## src/rtl/jtag_mem_burst_bridge_pkg.sv

```systemverilog
// -----------------------------------------------------------------------------
// jtag_bridge_pkg
// Shared types and helpers for the JTAG memory burst bridge.
//   state_e  : burst engine state
//   cmd_t    : burst command record {we, addr, len} at the default geometry
//   be_width : bytes per data word
//   off_bits : number of byte-offset address bits inside one word
// -----------------------------------------------------------------------------
package jtag_bridge_pkg;

   typedef enum logic [2:0] {
      ST_IDLE,
      ST_WRITE,
      ST_READ,
      ST_DRAIN,
      ST_ERR
   } state_e;

   localparam int unsigned CMD_ADDR_W = 32;
   localparam int unsigned CMD_LEN_W  = 8;

   typedef struct packed {
      logic                  we;
      logic [CMD_ADDR_W-1:0] addr;
      logic [CMD_LEN_W-1:0]  len;
   } cmd_t;

   function automatic int unsigned be_width(input int unsigned dw);
      return dw / 8;
   endfunction

   function automatic int unsigned off_bits(input int unsigned dw);
      return $clog2(dw / 8);
   endfunction

endpackage

```

## src/rtl/jtag_mem_burst_bridge_if.sv

```systemverilog
// -----------------------------------------------------------------------------
// jtag_mem_burst_bridge_if
// Bundles the command, write-data, read-data, memory and status signals of the
// burst bridge. Signal suffixes are from the bridge's point of view.
//   slave  : the bridge itself
//   master : the environment (TAP FIFOs + memory)
// -----------------------------------------------------------------------------
interface jtag_mem_burst_bridge_if #(
   parameter int ADDR_WIDTH = 32,
   parameter int DATA_WIDTH = 32,
   parameter int LEN_WIDTH  = 8
);
   localparam int BE_WIDTH = DATA_WIDTH / 8;

   logic                  cmd_valid_i;
   logic                  cmd_ready_o;
   logic                  cmd_we_i;
   logic [ADDR_WIDTH-1:0] cmd_addr_i;
   logic [LEN_WIDTH-1:0]  cmd_len_i;

   logic                  wdata_valid_i;
   logic                  wdata_ready_o;
   logic [DATA_WIDTH-1:0] wdata_i;

   logic                  rdata_valid_o;
   logic                  rdata_ready_i;
   logic [DATA_WIDTH-1:0] rdata_o;

   logic                  mem_req_o;
   logic                  mem_gnt_i;
   logic                  mem_we_o;
   logic [ADDR_WIDTH-1:0] mem_addr_o;
   logic [BE_WIDTH-1:0]   mem_be_o;
   logic [DATA_WIDTH-1:0] mem_wdata_o;
   logic                  mem_rvalid_i;
   logic [DATA_WIDTH-1:0] mem_rdata_i;

   logic                  busy_o;
   logic                  done_o;
   logic                  err_o;

   modport slave (
      input  cmd_valid_i, cmd_we_i, cmd_addr_i, cmd_len_i,
      output cmd_ready_o,
      input  wdata_valid_i, wdata_i,
      output wdata_ready_o,
      output rdata_valid_o, rdata_o,
      input  rdata_ready_i,
      output mem_req_o, mem_we_o, mem_addr_o, mem_be_o, mem_wdata_o,
      input  mem_gnt_i, mem_rvalid_i, mem_rdata_i,
      output busy_o, done_o, err_o
   );

   modport master (
      output cmd_valid_i, cmd_we_i, cmd_addr_i, cmd_len_i,
      input  cmd_ready_o,
      output wdata_valid_i, wdata_i,
      input  wdata_ready_o,
      input  rdata_valid_o, rdata_o,
      output rdata_ready_i,
      input  mem_req_o, mem_we_o, mem_addr_o, mem_be_o, mem_wdata_o,
      output mem_gnt_i, mem_rvalid_i, mem_rdata_i,
      input  busy_o, done_o, err_o
   );

endinterface

```

## src/rtl/jtag_bridge_rd_fifo.sv

```systemverilog
// -----------------------------------------------------------------------------
// jtag_bridge_rd_fifo
// Small synchronous FIFO buffering read responses toward the TAP.
//   clk_i, rst_i : clock, async active-high reset
//   push_i/data_i: write side (caller guarantees never full on push)
//   pop_i/data_o : read side, data_o is the head (show-ahead)
//   empty_o      : no entries
//   count_o      : number of entries, 0..DEPTH
// -----------------------------------------------------------------------------
module jtag_bridge_rd_fifo #(
   parameter int DATA_WIDTH = 32,
   parameter int DEPTH      = 4
) (
   input  logic                    clk_i,
   input  logic                    rst_i,
   input  logic                    push_i,
   input  logic [DATA_WIDTH-1:0]   data_i,
   input  logic                    pop_i,
   output logic [DATA_WIDTH-1:0]   data_o,
   output logic                    empty_o,
   output logic [$clog2(DEPTH):0]  count_o
);
   localparam int AW = $clog2(DEPTH);
   localparam int CW = AW + 1;

   logic [DEPTH-1:0][DATA_WIDTH-1:0] mem_q;
   logic [AW-1:0]                    wr_q, rd_q;
   logic [CW-1:0]                    cnt_q;
   logic                             do_pop;

   assign empty_o = (cnt_q == '0);
   assign count_o = cnt_q;
   assign data_o  = mem_q[rd_q];
   assign do_pop  = pop_i & ~empty_o;

   always_ff @(posedge clk_i or posedge rst_i) begin
      if (rst_i) begin
         mem_q <= '0;
         wr_q  <= '0;
         rd_q  <= '0;
         cnt_q <= '0;
      end else begin
         if (push_i) begin
            mem_q[wr_q] <= data_i;
            wr_q        <= wr_q + 1'b1;
         end
         if (do_pop) rd_q <= rd_q + 1'b1;
         cnt_q <= cnt_q + CW'(push_i) - CW'(do_pop);
      end
   end

   // The credit rule upstream makes overflow structurally impossible.
   a_no_overflow : assert property (@(posedge clk_i) disable iff (rst_i)
      !(push_i && cnt_q == CW'(DEPTH)));

endmodule

```

## src/rtl/jtag_mem_burst_bridge.sv

```systemverilog
// -----------------------------------------------------------------------------
// jtag_mem_burst_bridge
// Clock-domain engine behind the debug TAP: turns {we, addr, len} burst
// commands into word transactions on an OBI/TCDM-style memory port.
//   clk_i, rst_i : clock, async active-high reset
//   bus (slave)  : cmd stream, wdata stream, rdata stream, memory port,
//                  busy/done/err status
// Reads are credit-limited so in-flight responses always fit in the read FIFO.
// -----------------------------------------------------------------------------
module jtag_mem_burst_bridge
   import jtag_bridge_pkg::*;
#(
   parameter int ADDR_WIDTH    = 32,
   parameter int DATA_WIDTH    = 32,
   parameter int MAX_BURST     = 256,
   parameter int RD_FIFO_DEPTH = 4
) (
   input  logic                     clk_i,
   input  logic                     rst_i,
   jtag_mem_burst_bridge_if.slave   bus
);
   localparam int LEN_WIDTH = $clog2(MAX_BURST);
   localparam int BE_WIDTH  = be_width(DATA_WIDTH);
   localparam int OFF_W     = off_bits(DATA_WIDTH);
   localparam int CNT_W     = LEN_WIDTH + 1;   // holds len+1 up to MAX_BURST
   localparam int FCNT_W    = $clog2(RD_FIFO_DEPTH) + 1;

   state_e                state_q;
   logic [ADDR_WIDTH-1:0] addr_q;
   logic [CNT_W-1:0]      rem_q;
   logic [CNT_W-1:0]      out_q, out_d;
   logic                  we_q;
   logic                  done_q;

   logic                  mem_req, grant, push, pop;
   logic                  fifo_empty;
   logic [FCNT_W-1:0]     fifo_cnt;
   logic [DATA_WIDTH-1:0] fifo_head;

   always_comb begin
      mem_req = 1'b0;
      unique case (state_q)
         ST_WRITE: mem_req = bus.wdata_valid_i;
         // Credit: every in-flight read plus every buffered word owns a slot.
         ST_READ:  mem_req = (rem_q != '0) &&
                             ((out_q + CNT_W'(fifo_cnt)) < CNT_W'(RD_FIFO_DEPTH));
         default:  mem_req = 1'b0;
      endcase
   end

   assign grant = mem_req & bus.mem_gnt_i;
   assign push  = bus.mem_rvalid_i &
                  ((state_q == ST_READ) || ((state_q == ST_DRAIN) && !we_q));
   assign pop   = ~fifo_empty & bus.rdata_ready_i;
   // Grant and response in the same cycle cancel out.
   assign out_d = out_q + CNT_W'(grant) - CNT_W'(bus.mem_rvalid_i);

   always_ff @(posedge clk_i or posedge rst_i) begin
      if (rst_i) begin
         state_q <= ST_IDLE;
         addr_q  <= '0;
         rem_q   <= '0;
         out_q   <= '0;
         we_q    <= 1'b0;
         done_q  <= 1'b0;
      end else begin
         done_q <= 1'b0;
         out_q  <= out_d;
         unique case (state_q)
            ST_IDLE: begin
               if (bus.cmd_valid_i) begin
                  if (bus.cmd_addr_i[OFF_W-1:0] != '0) begin
                     state_q <= ST_ERR;
                  end else begin
                     addr_q  <= bus.cmd_addr_i;
                     rem_q   <= CNT_W'(bus.cmd_len_i) + CNT_W'(1);
                     out_q   <= '0;
                     we_q    <= bus.cmd_we_i;
                     state_q <= bus.cmd_we_i ? ST_WRITE : ST_READ;
                  end
               end
            end
            ST_WRITE, ST_READ: begin
               if (grant) begin
                  addr_q <= addr_q + ADDR_WIDTH'(BE_WIDTH);
                  rem_q  <= rem_q - CNT_W'(1);
                  if (rem_q == CNT_W'(1)) state_q <= ST_DRAIN;
               end
            end
            ST_DRAIN: begin
               if (out_q == '0 && (we_q || fifo_empty)) begin
                  done_q  <= 1'b1;
                  state_q <= ST_IDLE;
               end
            end
            ST_ERR:  state_q <= ST_IDLE;
            default: state_q <= ST_IDLE;
         endcase
      end
   end

   jtag_bridge_rd_fifo #(
      .DATA_WIDTH (DATA_WIDTH),
      .DEPTH      (RD_FIFO_DEPTH)
   ) u_rd_fifo (
      .clk_i   (clk_i),
      .rst_i   (rst_i),
      .push_i  (push),
      .data_i  (bus.mem_rdata_i),
      .pop_i   (pop),
      .data_o  (fifo_head),
      .empty_o (fifo_empty),
      .count_o (fifo_cnt)
   );

   assign bus.cmd_ready_o   = (state_q == ST_IDLE);
   assign bus.busy_o        = (state_q != ST_IDLE);
   assign bus.err_o         = (state_q == ST_ERR);
   assign bus.done_o        = done_q;
   assign bus.mem_req_o     = mem_req;
   assign bus.mem_we_o      = (state_q == ST_WRITE);
   assign bus.mem_addr_o    = addr_q;
   assign bus.mem_be_o      = '1;
   assign bus.mem_wdata_o   = (state_q == ST_WRITE) ? bus.wdata_i : '0;
   assign bus.wdata_ready_o = (state_q == ST_WRITE) & grant;
   assign bus.rdata_valid_o = ~fifo_empty;
   assign bus.rdata_o       = fifo_head;

endmodule
```

## src/flat_wrapper.sv

```systemverilog
// flat-port wrapper written by rule: the top's interface ports become plain ports
module jtag_mem_burst_bridge_flat import jtag_bridge_pkg::*;
#(
   parameter int ADDR_WIDTH    = 32,
   parameter int DATA_WIDTH    = 32,
   parameter int MAX_BURST     = 256,
   parameter int RD_FIFO_DEPTH = 4
)
  (clk_i, rst_i, bus_cmd_valid_i, bus_cmd_we_i, bus_cmd_addr_i, bus_cmd_len_i, bus_cmd_ready_o, bus_wdata_valid_i, bus_wdata_i, bus_wdata_ready_o, bus_rdata_valid_o, bus_rdata_o, bus_rdata_ready_i, bus_mem_req_o, bus_mem_we_o, bus_mem_addr_o, bus_mem_be_o, bus_mem_wdata_o, bus_mem_gnt_i, bus_mem_rvalid_i, bus_mem_rdata_i, bus_busy_o, bus_done_o, bus_err_o);
  jtag_mem_burst_bridge_if #(.ADDR_WIDTH(ADDR_WIDTH), .DATA_WIDTH(DATA_WIDTH)) bus_i ();
  input  logic clk_i;
  input  logic rst_i;
  input wire logic [$bits(bus_i.cmd_valid_i)-1:0] bus_cmd_valid_i;
  input wire logic [$bits(bus_i.cmd_we_i)-1:0] bus_cmd_we_i;
  input wire logic [$bits(bus_i.cmd_addr_i)-1:0] bus_cmd_addr_i;
  input wire logic [$bits(bus_i.cmd_len_i)-1:0] bus_cmd_len_i;
  output wire logic [$bits(bus_i.cmd_ready_o)-1:0] bus_cmd_ready_o;
  input wire logic [$bits(bus_i.wdata_valid_i)-1:0] bus_wdata_valid_i;
  input wire logic [$bits(bus_i.wdata_i)-1:0] bus_wdata_i;
  output wire logic [$bits(bus_i.wdata_ready_o)-1:0] bus_wdata_ready_o;
  output wire logic [$bits(bus_i.rdata_valid_o)-1:0] bus_rdata_valid_o;
  output wire logic [$bits(bus_i.rdata_o)-1:0] bus_rdata_o;
  input wire logic [$bits(bus_i.rdata_ready_i)-1:0] bus_rdata_ready_i;
  output wire logic [$bits(bus_i.mem_req_o)-1:0] bus_mem_req_o;
  output wire logic [$bits(bus_i.mem_we_o)-1:0] bus_mem_we_o;
  output wire logic [$bits(bus_i.mem_addr_o)-1:0] bus_mem_addr_o;
  output wire logic [$bits(bus_i.mem_be_o)-1:0] bus_mem_be_o;
  output wire logic [$bits(bus_i.mem_wdata_o)-1:0] bus_mem_wdata_o;
  input wire logic [$bits(bus_i.mem_gnt_i)-1:0] bus_mem_gnt_i;
  input wire logic [$bits(bus_i.mem_rvalid_i)-1:0] bus_mem_rvalid_i;
  input wire logic [$bits(bus_i.mem_rdata_i)-1:0] bus_mem_rdata_i;
  output wire logic [$bits(bus_i.busy_o)-1:0] bus_busy_o;
  output wire logic [$bits(bus_i.done_o)-1:0] bus_done_o;
  output wire logic [$bits(bus_i.err_o)-1:0] bus_err_o;
  assign bus_i.cmd_valid_i = bus_cmd_valid_i;
  assign bus_i.cmd_we_i = bus_cmd_we_i;
  assign bus_i.cmd_addr_i = bus_cmd_addr_i;
  assign bus_i.cmd_len_i = bus_cmd_len_i;
  assign bus_cmd_ready_o = bus_i.cmd_ready_o;
  assign bus_i.wdata_valid_i = bus_wdata_valid_i;
  assign bus_i.wdata_i = bus_wdata_i;
  assign bus_wdata_ready_o = bus_i.wdata_ready_o;
  assign bus_rdata_valid_o = bus_i.rdata_valid_o;
  assign bus_rdata_o = bus_i.rdata_o;
  assign bus_i.rdata_ready_i = bus_rdata_ready_i;
  assign bus_mem_req_o = bus_i.mem_req_o;
  assign bus_mem_we_o = bus_i.mem_we_o;
  assign bus_mem_addr_o = bus_i.mem_addr_o;
  assign bus_mem_be_o = bus_i.mem_be_o;
  assign bus_mem_wdata_o = bus_i.mem_wdata_o;
  assign bus_i.mem_gnt_i = bus_mem_gnt_i;
  assign bus_i.mem_rvalid_i = bus_mem_rvalid_i;
  assign bus_i.mem_rdata_i = bus_mem_rdata_i;
  assign bus_busy_o = bus_i.busy_o;
  assign bus_done_o = bus_i.done_o;
  assign bus_err_o = bus_i.err_o;
  jtag_mem_burst_bridge #(.ADDR_WIDTH(ADDR_WIDTH), .DATA_WIDTH(DATA_WIDTH), .MAX_BURST(MAX_BURST), .RD_FIFO_DEPTH(RD_FIFO_DEPTH)) u_core (.clk_i(clk_i), .rst_i(rst_i), .bus(bus_i));
endmodule
```

## config.mk

```make
export PLATFORM = sky130hd
export DESIGN_NAME = jtag_mem_burst_bridge_flat
export DESIGN_NICKNAME = d
export VERILOG_FILES = /design/src/rtl/jtag_mem_burst_bridge_pkg.sv /design/src/rtl/jtag_mem_burst_bridge_if.sv /design/src/rtl/jtag_bridge_rd_fifo.sv /design/src/rtl/jtag_mem_burst_bridge.sv /design/src/flat_wrapper.sv
export SDC_FILE = /design/constraint.sdc
export NUM_CORES = 1
export LEC_CHECK = 0
export ABC_AREA = 1
export BUFFER_PORTS_ARGS = -buffer_cell sky130_fd_sc_hd__buf_2
export CORE_ASPECT_RATIO = 0.9
export CORE_MARGIN = 2
export CORE_UTILIZATION = 38
export DETAILED_ROUTE_END_ITERATION = 8
export PLACE_DENSITY = 0.64
export SYNTH_ARGS = -nofsm -noshare
export SYNTH_HDL_FRONTEND = slang
export SYNTH_SLANG_ARGS = --single-unit
export TNS_END_PERCENT = 5
```

## constraint.sdc

```tcl
create_clock -name clk_i -period 11.7 [get_ports clk_i]
set_clock_uncertainty 0.2 [all_clocks]
set_input_delay 1.755 -clock clk_i [delete_from_list [all_inputs] [get_ports clk_i]]
set_output_delay 1.755 -clock clk_i [all_outputs]
set_load 0.005 [all_outputs]
```

==> flow_metrics.py, run 1 <==
metrics = {
    "layout": {
        "n_antenna_cell": 0,
        "drive_gt1_share_pct": 17.1,
        "utilization_pct": 45.5,
        "fill_cells": 2775,
        "layout_commonest_cell": "nand2_1",
        "fin_nets": 1723,
        "area_growth_pct": 17.6,
        "final_cell_mix": "367 x nand2_1, 229 x o21ai_0, 215 x buf_2",
        "finalInstanceArea_mm2": 0.0123,
        "fin_cells": 1947,
    },
    "min_path": {
        "hold_path.class": "register to register",
    },
    "timing": {
        "maxSlewViolCount": 0,
        "finalSetupViolations": 0,
        "worst_pin_slew_ps": 1150,
        "finalSetupTns_ps": 0,
        "slew_headroom_pct": 23.0,
        "rsz0062_at_grt": "false",
        "fin_crit_sh_pct": 37.0,
        "fin_crit_ps": 4320,
        "hold_viol": 0,
        "timing.fmax_mhz": 231,
        "setup_slack_ps": 7380,
        "holdWs_ps": 276,
    },
    "clocking": {
        "cts_buffers": 17,
        "cts_tree": "built",
        "clk_path_buf_depth": 2,
        "cts_resized": 0,
        "clkTransAtPathRegs_ps": 70,
        "cts_sinks": 190,
        "post-cts-setup-buffer-count": 0,
        "h-tree-depth": 4,
        "clk_latency_ps": 430,
        "holdBufCountCts": 0,
        "cts_root_buf": "clkbuf_16",
    },
    "drt": {
        "wl_per_cell_um": 14.5,
        "drc": 0,
        "postRouteAntennaNets": 0,
        "viasPerCell": 4.99,
        "drt-total-wl_um": 28300,
        "num_vias": 9711,
        "dr.pass1.iters": 7,
        "drt-initial-drc-count": 768,
    },
    "yosys": {
        "synthArstFlopShare_pct": 100,
        "ys_seq_elements": 190,
        "synth.avg_cell_area_um2": 7.42,
        "synthesis.area_mm2": 0.0104,
        "seq_area_frac_synth_pct": 45.5,
        "ys_types": 40,
        "synth_edf_count": 0,
        "yosys_warnings": 0,
        "synth_cells": 1408,
        "synthFlopType": "dfrtp_1",
    },
    "power": {
        "p_per_area_mw_per_mm2": 284,
        "p_switching_mw": 1.60,
        "p_seq_share_pct": 33.8,
        "p_int_mw": 1.88,
        "comb_power_share_pct": 50.4,
        "clkPwrFrac_pct": 15.7,
        "switching_share_pct": 46.0,
        "peakVddDrop_mv": 0.583,
        "leakage_nw": 6.47,
        "p_total_mw": 3.49,
    },
    "critical_path": {
        "critPathArrivalTime_ps": 2370,
        "critPathLaunchType": "register",
        "crit_family": "simple AND/OR/NAND/NOR gates",
        "cp_max_fo": 6,
        "crit_buf_inv": 3,
        "cp_slowest_cell": "dfrtp_1",
        "slowest_delay_ps": 450,
        "crit_type": "register to output pin",
        "required_ps": 9750,
        "cp-end-kind": "output pin",
        "crit_path_cell_trace": "ha_1 -> nand2_1 -> clkinv_1 -> nand2_1 -> nand2_2 -> nand2_1 -> inv_2 -> nand2_1 -> nand2_1 -> nor2_1 -> nand3_1 -> nand2_2 -> nand2_2 -> nor2_1 -> buf_2",
        "cp_common_cell": "nand2_1",
    },
    "global_route": {
        "overflow": 0,
        "grt_pass1_wl_um": 46600,
        "grtUsageTotal_pct": 20.0,
        "grt_pass1_vias": 9114,
        "grt_max_degree": 127,
        "grt_antenna_before_repair": 0,
    },
    "placed_design": {
        "routabilityCongestion": 0.872,
        "place_area_mm2": 0.0118,
        "port_buffers": 215,
        "place_hpwl_um": 18200,
        "dp_cells": 1916,
        "pre_cts_ws_ps": 7420,
    },
    "outcome": {
        "status": "finished, final reports clean",
    },
    "floorplan": {
        "die_area_mm2": 0.0288,
        "core_mm2": 0.0270,
        "die_h_um": 161,
        "io_pins": 220,
        "fp.dieW_um": 179,
        "rows": 57,
        "start_util_pct": 38.7,
    },
    "flow_run": {
        "cap_viol_max_count": 0,
    },
}
area by class of cell:
| type | count | area (µm²) | share of cell area, % |
|---|---|---|---|
| Clock buffer | 21 | 450 | 3.66 |
| Timing Repair Buffer | 226 | 1160 | 9.43 |
| Inverter | 154 | 586 | 4.76 |
| Clock inverter | 10 | 86.3 | 0.702 |
| Multi-Input combinational cell | 992 | 4810 | 39.1 |
| Tap cell | 354 | 443 | 3.60 |
| Sequential cell | 190 | 4760 | 38.7 |
power by group through the flow:
| stage | clock, mW | sequential, mW | combinational, mW |
|---|---|---|---|
| 2_1_floorplan | 0 | 1.14 | 1.26 |
| 3_3_place_gp | 0 | 1.18 | 1.73 |
| 3_5_place_dp | 0 | 1.19 | 1.77 |
| 4_1_cts | 0.563 | 1.18 | 1.78 |
| 5_1_grt | 0.593 | 1.22 | 2.04 |
| 6_report | 0.548 | 1.18 | 1.76 |
sequential cells by signal, summed over array words and instances, names as in the netlist:
name	flops
u_core.bus.done_o	1
u_core.bus.mem_addr_o	32
u_core.out_q	9
u_core.rem_q	9
u_core.state_q	3
u_core.u_rd_fifo.count_o	3
u_core.u_rd_fifo.mem_q	128
u_core.u_rd_fifo.rd_q	2
u_core.u_rd_fifo.wr_q	2
u_core.we_q	1
synthesized netlist by cell type (2+ instances only):
cell type,count,area [µm²]
a21oi_1,17,85.1
a31oi_1,4,25.0
buf_2,11,55.1
buf_4,4,30.0
buf_6,2,22.5
clkbuf_1,58,218
clkinv_1,2,7.51
dfrtp_1,190,4750
fa_1,2,40.0
ha_1,28,350
inv_1,150,563
inv_2,2,7.51
nand2_1,371,1390
nand2_2,3,18.8
nand3_1,32,160
nand3b_1,3,22.5
nand4_1,45,282
nor2_1,161,604
nor3_1,17,85.1
o21ai_0,229,1150
o21bai_1,2,15.0
o22ai_1,32,200
o31ai_1,2,15.0
xnor2_1,11,96.3
xor2_1,15,131
tightest hold or removal path, delay by kind of cell, from the launching register on:
| family | cells | cell delay, ps |
|---|---|---|
| DFF | 1 | 340 |
| and+or+nand+nor | 2 | 100 |
metal layers:
metal / global-route usage, % / part of all wire [%] / vias to the layer above
li1: - / - / 4873
met1: 29.2 / 48 / 4532
met2: 31.0 / 46 / 292
met3: 3.37 / 5.0 / 14
met4: 4.92 / 1.1 / 0
met5: 0 / 0 / -
worst paths after layout:
check                      slack [ps]  cells after the start                    endpoint                   startpoint
min in group asynchronous        1330                      2             u_core.rem_q[0]                        rst_i
max in group asynchronous        8560                      3  u_core.u_rd_fifo.mem_q[22]                        rst_i
max reg2reg                      8110                     17             u_core.rem_q[6]  u_core.u_rd_fifo.count_o[1]
max                              7380                     15           bus_wdata_ready_o  u_core.u_rd_fifo.count_o[1]
min                               280                      2             u_core.rem_q[1]              u_core.rem_q[1]
min reg2reg                       280                      2             u_core.rem_q[1]              u_core.rem_q[1]
logic make-up after synthesis:
family          count (synthesis)  synth area share, %
xor+xnor                       26                 2.18
simple gates                  640                 25.2
fa+ha+maj                      30                 3.74
flops                         190                 45.5
compound gates                292                 14.7
buf+inv                       229                 8.65
other cells                     1               0.0359
Power figures use the tool's default switching activity.
==> run 2, diff against run 1 <==
--- a/config.mk
+++ b/config.mk
@@ -11,7 +11,7 @@
 export CORE_MARGIN = 2
 export CORE_UTILIZATION = 38
 export DETAILED_ROUTE_END_ITERATION = 8
-export PLACE_DENSITY = 0.64
+export PLACE_DENSITY = 0.66
 export SYNTH_ARGS = -nofsm -noshare
 export SYNTH_HDL_FRONTEND = slang
 export SYNTH_SLANG_ARGS = --single-unit
==> constraint.sdc (replaced) <==
create_clock -name clk_i -period 3.8 [get_ports clk_i]
set_clock_uncertainty 0.2 [all_clocks]
set_input_delay 0.57 -clock clk_i [delete_from_list [all_inputs] [get_ports clk_i]]
set_output_delay 0.57 -clock clk_i [all_outputs]
set_load 0.005 [all_outputs]
==> flow_metrics.py, run 2 (same netlist as run 1, synthesis figures left out) <==
metrics = {
    "placed_design": {
        "port_buffers": 215,
        "routabilityCongestion": 0.896,
        "place_hpwl_um": 18700,
    },
    "critical_path": {
        "cp-end-kind": "register",
        "required_ps": 3960,
        "crit_type": "register to register",
        "crit_path_cell_trace": "ha_1 -> nand2_1 -> clkinv_1 -> nand2_1 -> nand2_2 -> nand2_1 -> nand2_1 -> nor3_2 -> nand3_1 -> nand2_2 -> nand2_2 -> inv_1 -> ha_1 -> inv_1 -> fa_1 -> inv_1 -> a31oi_1 -> nor2_1 -> nor2_1 -> o21ai_0 -> o21ai_0 -> a21oi_1",
        "crit_family": "simple AND/OR/NAND/NOR gates",
        "critPathLaunchType": "register",
        "cp_common_cell": "nand2_1",
        "crit_buf_inv": 4,
        "cp_max_fo": 6,
        "r2r_cells": 22,
        "path_depth": 22,
        "slowest_delay_ps": 450,
        "critPathArrivalTime_ps": 3590,
        "cp_slowest_cell": "dfrtp_1",
    },
    "power": {
        "p_total_mw": 10.9,
        "p_per_area_mw_per_mm2": 877,
        "leakage_nw": 6.53,
        "peakVddDrop_mv": 0.690,
    },
    "global_route": {
        "grtUsageTotal_pct": 19.8,
        "grt_antenna_before_repair": 0,
        "grt_pass1_vias": 9468,
        "overflow": 0,
        "grt_max_degree": 106,
        "grt_pass1_wl_um": 46500,
    },
    "drt": {
        "dr.pass1.iters": 7,
        "num_vias": 9724,
        "wl_per_cell_um": 14.3,
        "postRouteAntennaNets": 0,
        "drc": 0,
        "drt-initial-drc-count": 752,
        "viasPerCell": 4.97,
        "drt-total-wl_um": 28100,
    },
    "clocking": {
        "holdBufCountCts": 0,
        "clk_latency_ps": 430,
        "cts_sinks": 190,
        "cts_root_buf": "clkbuf_16",
        "h-tree-depth": 4,
        "post-cts-setup-buffer-count": 0,
        "cts_buffers": 17,
        "cts_resized": 0,
        "clkTransAtPathRegs_ps": 80,
        "cts_tree": "built",
        "clk_path_buf_depth": 2,
    },
    "layout": {
        "top_register": "u_core.u_rd_fifo.mem_q",
        "utilization_pct": 46.0,
        "fin_nets": 1731,
        "drive_gt1_share_pct": 17.6,
        "n_antenna_cell": 0,
        "largest_reg_flops": 128,
        "area_growth_pct": 18.9,
        "final_cell_mix": "367 x nand2_1, 229 x o21ai_0, 215 x buf_2",
        "layout_commonest_cell": "nand2_1",
    },
    "timing": {
        "maxSlewViolCount": 0,
        "slew_headroom_pct": 49.7,
        "finalSetupTns_ps": 0,
        "rsz0062_at_grt": "false",
        "fin_crit_sh_pct": 90.3,
        "fin_crit_ps": 3430,
        "finalSetupViolations": 0,
        "worst_pin_slew_ps": 753,
        "hold_viol": 0,
        "timing.fmax_mhz": 291,
    },
    "flow_run": {
        "cap_viol_max_count": 0,
    },
    "floorplan": {
        "core_mm2": 0.0270,
        "fp.dieW_um": 179,
        "rows": 57,
        "die_area_mm2": 0.0288,
        "die_h_um": 161,
        "start_util_pct": 38.7,
        "io_pins": 220,
    },
    "outcome": {
        "status": "finished, final reports clean",
    },
    "min_path": {
        "hold_path.class": "input port to async pin",
    },
}
[run 2: final cells by class]
class,count,area (µm²)
fillers,2750,14600
clock inverters,12,119
multi-input cells,992,4810
flip-flops and latches,190,4760
repair buffers,234,1260
inverters,154,582
well taps,354,443
clock buffers,20,457
[run 2: power by group]
part	leakage, nW	switching (mW)	internal [mW]
sequential	2.39	0.693	2.95
clock	0.275	0.859	0.906
combinational	3.86	3.46	2.03
[run 2: final timing paths]
check                                       startpoint                     endpoint  slack, ps
max in group asynchronous                        rst_i   u_core.u_rd_fifo.mem_q[41]       2450
max reg2reg                u_core.u_rd_fifo.count_o[1]              u_core.out_q[6]        370
min reg2reg                 u_core.u_rd_fifo.mem_q[32]   u_core.u_rd_fifo.mem_q[32]        280
min                                              rst_i  u_core.u_rd_fifo.mem_q[124]          7
max                        u_core.u_rd_fifo.count_o[1]              u_core.out_q[6]        370
min in group clk_i                        bus_cmd_we_i                  u_core.we_q        200
[run 2: layer usage]
metal	GRT usage, %	vias up	share of wire (%)
met1	27.3	4541	48
met3	3.60	36	4.6
met2	32.0	246	46
met4	5.51	0	1.6
met5	0	-	0
li1	-	4901	-
[run 2: metrics by stage]
step | hold slack [ps] | worst slack (ps) | instances | cell area (µm²)
2_1_floorplan | 242 | 582 | 1411 | 10500
3_3_place_gp | 258 | 539 | 1924 | 11800
3_5_place_dp | 268 | 434 | 1924 | 11800
4_1_cts | 9.02 | 404 | 1956 | 12400
5_1_grt | 40.4 | 91.2 | 1956 | 12400
6_report | 6.64 | 368 | 1956 | 12400
